<file path="src/rtl/touch_point_rd_if.sv">
// User-side command port of the I2C driver wrapper.
// master = touch reader, slave = driver wrapper.
interface touch_point_rd_if #(
   parameter int WIDTH = 8
);
   logic             i2c_exec;
   logic             i2c_rh_wl;
   logic [15:0]      i2c_addr;
   logic [7:0]       i2c_data_w;
   logic [WIDTH-1:0] reg_num;
   logic             bit_ctrl;
   logic [7:0]       i2c_data_r;
   logic             i2c_done;
   logic             once_done;

   modport master (
      output i2c_exec, i2c_rh_wl, i2c_addr, i2c_data_w, reg_num, bit_ctrl,
      input  i2c_data_r, i2c_done, once_done
   );

   modport slave (
      input  i2c_exec, i2c_rh_wl, i2c_addr, i2c_data_w, reg_num, bit_ctrl,
      output i2c_data_r, i2c_done, once_done
   );
endinterface

</file>
<file path="src/rtl/touch_point_rd.sv">
// Polling touch reader for GT9xx / FT5x06 panels: status poll, first-point XY read,
// GT status clear. Drives the I2C driver wrapper once register configuration is done.
//
// state     | meaning
// WAIT_CFG  | configuration block owns the bus, waiting for cfg_done
// POLL_WAIT | down-counting the poll interval
// RD_STAT   | reading the status byte
// CHK       | deciding on the status byte
// RD_XY     | reading four coordinate bytes of point 1
// CLR       | writing 0 to the GT status register
module touch_point_rd #(
   parameter int WIDTH          = 8,
   parameter int POLL_CYCLES    = 10000,
   parameter int TIMEOUT_CYCLES = 50000
) (
   input  logic                  clk,
   input  logic                  rst_n,
   input  logic [15:0]           lcd_id,
   input  logic                  cfg_done,
   output logic                  cfg_switch,
   touch_point_rd_if.master      i2c,
   output logic [15:0]           tp_x,
   output logic [15:0]           tp_y,
   output logic                  touch_valid,
   output logic                  tp_flag
);
   localparam logic [2:0] WAIT_CFG  = 3'd0;
   localparam logic [2:0] POLL_WAIT = 3'd1;
   localparam logic [2:0] RD_STAT   = 3'd2;
   localparam logic [2:0] CHK       = 3'd3;
   localparam logic [2:0] RD_XY     = 3'd4;
   localparam logic [2:0] CLR       = 3'd5;

   localparam int PW = $clog2(POLL_CYCLES + 1);
   localparam int TW = $clog2(TIMEOUT_CYCLES + 1);
   localparam logic [PW-1:0] POLL_LOAD = PW'(POLL_CYCLES - 1);
   localparam logic [TW-1:0] TMO_LOAD  = TW'(TIMEOUT_CYCLES - 1);

   logic [2:0]      state;
   logic [PW-1:0]   poll_cnt;
   logic [TW-1:0]   tmo_cnt;
   logic            issue;
   logic [7:0]      stat;
   logic [3:0][7:0] xy_b;
   logic [3:0][7:0] xy_nx;
   logic [1:0]      byte_idx;
   logic            xy_full;
   logic            ft_mode;
   logic            xfer_end;
   logic            xfer_abort;
   logic            unused_ok;

   assign ft_mode      = (lcd_id[15:8] == 8'h70) || (lcd_id[15:8] == 8'h19);
   assign i2c.bit_ctrl = ~ft_mode;
   assign xfer_end     = !issue && i2c.once_done;
   assign xfer_abort   = !issue && !i2c.once_done && (tmo_cnt == '0);
   assign unused_ok    = ^{lcd_id[7:0], stat[6:4]};

   // Merge a byte arriving this cycle so a coincident once_done sees it.
   always_comb begin
      xy_nx = xy_b;
      if (state == RD_XY && !issue && i2c.i2c_done && !xy_full)
         xy_nx[byte_idx] = i2c.i2c_data_r;
   end

   always_ff @(posedge clk) begin
      if (!rst_n) begin
         state          <= WAIT_CFG;
         poll_cnt       <= '0;
         tmo_cnt        <= '0;
         issue          <= 1'b0;
         stat           <= '0;
         xy_b           <= '0;
         byte_idx       <= '0;
         xy_full        <= 1'b0;
         cfg_switch     <= 1'b0;
         i2c.i2c_exec   <= 1'b0;
         i2c.i2c_rh_wl  <= 1'b0;
         i2c.i2c_addr   <= '0;
         i2c.i2c_data_w <= '0;
         i2c.reg_num    <= '0;
         tp_x           <= '0;
         tp_y           <= '0;
         touch_valid    <= 1'b0;
         tp_flag        <= 1'b0;
      end else begin
         i2c.i2c_exec <= 1'b0;
         tp_flag      <= 1'b0;
         if (!issue && tmo_cnt != '0)
            tmo_cnt <= tmo_cnt - TW'(1);
         case (state)
            WAIT_CFG: begin
               if (cfg_done) begin
                  cfg_switch <= 1'b1;
                  state      <= POLL_WAIT;
                  poll_cnt   <= POLL_LOAD;
               end
            end
            POLL_WAIT: begin
               if (poll_cnt == '0) begin
                  state <= RD_STAT;
                  issue <= 1'b1;
               end else begin
                  poll_cnt <= poll_cnt - PW'(1);
               end
            end
            RD_STAT: begin
               if (issue) begin
                  issue          <= 1'b0;
                  i2c.i2c_exec   <= 1'b1;
                  i2c.i2c_rh_wl  <= 1'b1;
                  i2c.i2c_addr   <= ft_mode ? 16'h0002 : 16'h814E;
                  i2c.i2c_data_w <= 8'h00;
                  i2c.reg_num    <= WIDTH'(1);
                  tmo_cnt        <= TMO_LOAD;
               end else begin
                  if (i2c.i2c_done)
                     stat <= i2c.i2c_data_r;
                  if (xfer_end) begin
                     state <= CHK;
                  end else if (xfer_abort) begin
                     state    <= POLL_WAIT;
                     poll_cnt <= POLL_LOAD;
                  end
               end
            end
            CHK: begin
               if (ft_mode ? (stat[3:0] == 4'h0) : (stat[7] && stat[3:0] == 4'h0))
                  touch_valid <= 1'b0;
               if (ft_mode ? (stat[3:0] != 4'h0) : (stat[7] && stat[3:0] != 4'h0)) begin
                  state <= RD_XY;
                  issue <= 1'b1;
               end else if (!ft_mode && stat[7]) begin
                  state <= CLR;
                  issue <= 1'b1;
               end else begin
                  state    <= POLL_WAIT;
                  poll_cnt <= POLL_LOAD;
               end
            end
            RD_XY: begin
               if (issue) begin
                  issue          <= 1'b0;
                  i2c.i2c_exec   <= 1'b1;
                  i2c.i2c_rh_wl  <= 1'b1;
                  i2c.i2c_addr   <= ft_mode ? 16'h0003 : 16'h8150;
                  i2c.i2c_data_w <= 8'h00;
                  i2c.reg_num    <= WIDTH'(4);
                  tmo_cnt        <= TMO_LOAD;
                  byte_idx       <= '0;
                  xy_full        <= 1'b0;
               end else begin
                  xy_b <= xy_nx;
                  if (i2c.i2c_done && !xy_full) begin
                     if (byte_idx == 2'd3) xy_full  <= 1'b1;
                     else                  byte_idx <= byte_idx + 2'd1;
                  end
                  if (xfer_end) begin
                     tp_x        <= ft_mode ? {4'h0, xy_nx[0][3:0], xy_nx[1]} : {xy_nx[1], xy_nx[0]};
                     tp_y        <= ft_mode ? {4'h0, xy_nx[2][3:0], xy_nx[3]} : {xy_nx[3], xy_nx[2]};
                     touch_valid <= 1'b1;
                     tp_flag     <= 1'b1;
                     if (ft_mode) begin
                        state    <= POLL_WAIT;
                        poll_cnt <= POLL_LOAD;
                     end else begin
                        state <= CLR;
                        issue <= 1'b1;
                     end
                  end else if (xfer_abort) begin
                     state    <= POLL_WAIT;
                     poll_cnt <= POLL_LOAD;
                  end
               end
            end
            CLR: begin
               if (issue) begin
                  issue          <= 1'b0;
                  i2c.i2c_exec   <= 1'b1;
                  i2c.i2c_rh_wl  <= 1'b0;
                  i2c.i2c_addr   <= 16'h814E;
                  i2c.i2c_data_w <= 8'h00;
                  i2c.reg_num    <= WIDTH'(1);
                  tmo_cnt        <= TMO_LOAD;
               end else if (xfer_end || xfer_abort) begin
                  state    <= POLL_WAIT;
                  poll_cnt <= POLL_LOAD;
               end
            end
            default: state <= WAIT_CFG;
         endcase
      end
   end
endmodule

</file>
<file path="src/flat_wrapper.sv">
// flat-port wrapper written by rule: the top's interface ports become plain ports
module touch_point_rd_flat 
#(
   parameter int WIDTH          = 8,
   parameter int POLL_CYCLES    = 10000,
   parameter int TIMEOUT_CYCLES = 50000
)
  (clk, rst_n, lcd_id, cfg_done, cfg_switch, tp_x, tp_y, touch_valid, tp_flag, i2c_i2c_exec, i2c_i2c_rh_wl, i2c_i2c_addr, i2c_i2c_data_w, i2c_reg_num, i2c_bit_ctrl, i2c_i2c_data_r, i2c_i2c_done, i2c_once_done);
  touch_point_rd_if #(.WIDTH(WIDTH)) i2c_i ();
  input  logic clk;
  input  logic rst_n;
  input  logic [15:0] lcd_id;
  input  logic cfg_done;
  output logic cfg_switch;
  output logic [15:0] tp_x;
  output logic [15:0] tp_y;
  output logic touch_valid;
  output logic tp_flag;
  output wire logic [$bits(i2c_i.i2c_exec)-1:0] i2c_i2c_exec;
  output wire logic [$bits(i2c_i.i2c_rh_wl)-1:0] i2c_i2c_rh_wl;
  output wire logic [$bits(i2c_i.i2c_addr)-1:0] i2c_i2c_addr;
  output wire logic [$bits(i2c_i.i2c_data_w)-1:0] i2c_i2c_data_w;
  output wire logic [$bits(i2c_i.reg_num)-1:0] i2c_reg_num;
  output wire logic [$bits(i2c_i.bit_ctrl)-1:0] i2c_bit_ctrl;
  input wire logic [$bits(i2c_i.i2c_data_r)-1:0] i2c_i2c_data_r;
  input wire logic [$bits(i2c_i.i2c_done)-1:0] i2c_i2c_done;
  input wire logic [$bits(i2c_i.once_done)-1:0] i2c_once_done;
  assign i2c_i2c_exec = i2c_i.i2c_exec;
  assign i2c_i2c_rh_wl = i2c_i.i2c_rh_wl;
  assign i2c_i2c_addr = i2c_i.i2c_addr;
  assign i2c_i2c_data_w = i2c_i.i2c_data_w;
  assign i2c_reg_num = i2c_i.reg_num;
  assign i2c_bit_ctrl = i2c_i.bit_ctrl;
  assign i2c_i.i2c_data_r = i2c_i2c_data_r;
  assign i2c_i.i2c_done = i2c_i2c_done;
  assign i2c_i.once_done = i2c_once_done;
  touch_point_rd #(.WIDTH(WIDTH), .POLL_CYCLES(POLL_CYCLES), .TIMEOUT_CYCLES(TIMEOUT_CYCLES)) u_core (.clk(clk), .rst_n(rst_n), .lcd_id(lcd_id), .cfg_done(cfg_done), .cfg_switch(cfg_switch), .i2c(i2c_i), .tp_x(tp_x), .tp_y(tp_y), .touch_valid(touch_valid), .tp_flag(tp_flag));
endmodule
</file>
<file path="config.mk">
export PLATFORM = sky130hd
export DESIGN_NAME = touch_point_rd_flat
export DESIGN_NICKNAME = d
export VERILOG_FILES = /design/src/rtl/touch_point_rd_if.sv /design/src/rtl/touch_point_rd.sv /design/src/flat_wrapper.sv
export SDC_FILE = /design/constraint.sdc
export NUM_CORES = 1
export LEC_CHECK = 0
export CORE_MARGIN = 2
export CORE_UTILIZATION = 55
export DETAILED_ROUTE_END_ITERATION = 8
export PLACE_DENSITY = 0.91
export SYNTH_ARGS = -nofsm -noshare
export SYNTH_HDL_FRONTEND = slang
export SYNTH_SLANG_ARGS = --single-unit
</file>
<file path="constraint.sdc">
create_clock -name clk -period 3.25 [get_ports clk]
set_clock_uncertainty 0.1 [all_clocks]
set_input_delay 0.4875 -clock clk [delete_from_list [all_inputs] [get_ports clk]]
set_output_delay 0.4875 -clock clk [all_outputs]
set_load 0.02 [all_outputs]
</file>
==> results.json <==
{
  "share_of_synthesized_registers_carrying_an_async_set_or_reset_pct": 0,
  "ys_types": 66,
  "worstPathBufferInverterCount": 0,
  "antenna_found_initial": 0,
  "worst-setup-path-type": "reg2reg",
  "final.period_utilization_pct": 84.3,
  "detailedRoute.firstIterationViolations": 341,
  "vias": 4971,
  "slew_headroom_pct": 28.2,
  "end_kind": "flop",
  "die_x_um": 104,
  "last_weighted_congestion_value_of_the_routability_driven_placer": 0.912,
  "routed_wire_length_per_instance_um": 16.9,
  "num-fill-cells": 694,
  "clk_path_buf_depth": 2,
  "postSynthRegisterBits": 118,
  "io_pins": 99,
  "total_cts_buffers": 17,
  "gr-total-overflow": 0,
  "numPortBuffers": 68,
  "hold-worst-slack_ps": 357,
  "htree_num_levels": 4,
  "worstPathCellList": "nand2b_1 -> nor3_2 -> nand2_1 -> nor2_1 -> a21oi_1 -> nor2_1",
  "ff2ff_setup_slack_ps": 510,
  "tritoncts": "done",
  "synthCells": 645,
  "n_antenna_cell": 0,
  "grt_first_pass_wirelength_um": 23600,
  "die_boundary_height_um": 104,
  "clkPwrFrac_pct": 37.3,
  "final_cell_mix": "sky130_fd_sc_hd__dfxtp_1 (118), sky130_fd_sc_hd__nor2_1 (99), sky130_fd_sc_hd__nand2_1 (83), sky130_fd_sc_hd__clkdlybuf4s50_1 (68), sky130_fd_sc_hd__mux2i_1 (64)",
  "power_density_mw_per_mm2": 757,
  "first_global_vias": 4927,
  "floorplan.die_area_mm2": 0.0108,
  "groute.usage.overall_pct": 26.7,
  "tns_ps": 0,
  "reg2reg_to": "u_core.tp_x[15]$_SDFFE_PN0P_",
  "worstSkewPairLatency_ps": 520,
  "power.share.sequential_pct": 35.6,
  "antenna_left": 0,
  "max_cap_violations": 0,
  "switchingPower_mw": 1.80,
  "layout.cell_area.non_filler_mm2": 0.00684,
  "synth.avg_cell_area_um2": 8.55,
  "seq_area_frac_synth_pct": 42.9,
  "power_report.internal_total_mw": 3.38,
  "setup.worst_path.end": "u_core.tp_x[15]$_SDFFE_PN0P_",
  "worst_path_max_delay_cell": "sky130_fd_sc_hd__dfxtp_1",
  "floorplan.initialDensity_pct": 56.7,
  "min-delay-path-class": "reg2reg",
  "drive_above_1_share_pct": 9.56,
  "synth-edff-count": 0,
  "synthesis.yosys.warnings": 0,
  "worst-path-stages": 6,
  "pwr-share-comb_pct": 27.1,
  "layout_commonest_cell": "sky130_fd_sc_hd__dfxtp_1",
  "unrepaired_setup_endpoints_after_global_routing": "false",
  "cts_clk_pin_slew_worst_paths_ps": 60,
  "crit_path_frequent_cell": "sky130_fd_sc_hd__nor2_1",
  "final_nets": 744,
  "run_status": "completed",
  "cp_launch_type": "flop",
  "min_path_cells": 2,
  "slew_viol_final": 0,
  "rows": 36,
  "dp.final_hpwl_um": 9060,
  "worst_ep_arrival_time_ps": 3100,
  "post-cts-setup-buffer-count": 0,
  "area.growth.synth_to_final_pct": 24.0,
  "crit_fanout": 18,
  "power.ir.vdd_worst_v": 0.000468,
  "utilization_pct": 70.3,
  "placedInstanceArea_mm2": 0.00623,
  "required_ps": 3610,
  "postSynth.topFlopCell": "sky130_fd_sc_hd__dfxtp_1",
  "remaining_drc_errors": 0,
  "routed_via_density": 5.81,
  "syn-cell-area_mm2": 0.00551,
  "highest_achievable_clock_rate_mhz": 365,
  "tmin_final_ps": 2740,
  "ff2ff_path_depth": 6,
  "ctsHoldBuffers": 0,
  "drt-pass1-iter-count": 5,
  "grt_start_max_net_pins": 44,
  "ctsRootBufferMaster": "sky130_fd_sc_hd__clkbuf_8",
  "post_cts_resize_count": 0,
  "critical_path.max_stage_delay_ps": 680,
  "core_area_mm2": 0.00973,
  "power.share.switching_pct": 34.7,
  "worst_setup_path_startpoint": "u_core.state[2]$_SDFFE_PN0P_",
  "worst_path_dominant_cell_family": "simple AND/OR/NAND/NOR gates",
  "worst_pin_slew_ps": 1070,
  "postRouteWirelength_um": 14400,
  "regToRegStartpoint": "u_core.state[2]$_SDFFE_PN0P_",
  "tritoncts_sink_count": 118,
  "hold_violation_total_from_the_final_report": 0,
  "total_leakage_power_nw": 2.98,
  "final-setup-viol-count": 0
}
## flip-flops by register name, indices dropped and copies added (netlist names), 3 cells and up
register,cells
u_core.tp_y,16
u_core.i2c.i2c_addr,5
u_core.tmo_cnt,16
u_core.state,3
u_core.tp_x,16
u_core.xy_b,32
u_core.stat,5
u_core.poll_cnt,14
## power by group through the flow
stage	sequential, mW	combinational [mW]	clock (mW)
final	1.85	1.40	1.93
after CTS	1.84	1.39	1.94
after detailed placement	1.86	1.37	0
after global placement	1.85	1.32	0
after floorplan	1.78	1.14	0
after global routing	1.87	1.57	2.00
## how the worst min path moves through the flow
stage	start	end	slack, ps
floorplan	u_core.poll_cnt[11]$_SDFFE_PN0P_	u_core.poll_cnt[11]$_SDFFE_PN0P_	340
global placement	u_core.tp_y[4]$_SDFFE_PN0P_	u_core.tp_y[4]$_SDFFE_PN0P_	340
detailed placement	u_core.tp_x[3]$_SDFFE_PN0P_	u_core.tp_x[3]$_SDFFE_PN0P_	350
CTS	u_core.tp_x[3]$_SDFFE_PN0P_	u_core.tp_x[3]$_SDFFE_PN0P_	360
global route	u_core.tp_x[3]$_SDFFE_PN0P_	u_core.tp_x[3]$_SDFFE_PN0P_	370
finish	u_core.tp_x[3]$_SDFFE_PN0P_	u_core.tp_x[3]$_SDFFE_PN0P_	360
## tightest hold or removal path, cell delays in order, from the launching register on
cell and delay, ps:
sky130_fd_sc_hd__dfxtp_1 310, sky130_fd_sc_hd__nand2_1 50, sky130_fd_sc_hd__a21oi_1 50
## cell usage after synthesis (all sizes together) (5+ instances only)
cell | count | share of area (%)
nand2b | 5 | 0.57
o21ai | 20 | 1.9
clkbuf | 23 | 1.6
nand2 | 87 | 6.1
nor3 | 15 | 1.7
a21oi | 63 | 5.7
buf | 34 | 4.2
nor4 | 11 | 1.9
nand3b | 5 | 0.68
inv | 13 | 0.89
or4 | 5 | 0.75
a31oi | 5 | 0.57
dfxtp | 118 | 43
mux2i | 64 | 12
xor2 | 8 | 1.3
nor2 | 99 | 6.7
ha | 6 | 1.4
xnor2 | 5 | 0.79
## per-layer routing
layer / track usage, % / share of wire [%]
met5: 0 / 0
met2: 48.2 / 52
met3: 6.83 / 6.3
met1: 29.2 / 39
met4: 12.5 / 3.2
## through the flow
stage / power (mW) / cells / worst slack (ps)
after floorplan: 2.92 / 666 / 884
after global placement: 3.16 / 823 / 319
after detailed placement: 3.23 / 823 / 273
after CTS: 5.17 / 855 / 560
after global routing: 5.44 / 855 / 348
final: 5.18 / 855 / 509
## layout make-up
type / count / area, um2 / area share, %
clock buffers: 17 / 414 / 6.06
clock inverters: 15 / 194 / 2.84
inverters: 13 / 48.8 / 0.714
multi-input cells: 478 / 2870 / 42.0
flip-flops and latches: 118 / 2360 / 34.6
well taps: 133 / 166 / 2.43
repair buffers: 81 / 778 / 11.4
## logic make-up after synthesis
kind of cell / after synthesis / synth area share, %
AO/OA/AOI/OAI: 122 / 13.6
XOR/XNOR: 13 / 2.07
buffers and inverters: 70 / 6.60
multiplexers: 64 / 11.6
flip-flops: 118 / 42.9
other: 1 / 0.0680
AND/OR/NAND/NOR: 251 / 21.8
adder cells (fa/ha/maj): 6 / 1.36
Note: power is estimated with default switching activity, not from simulation.
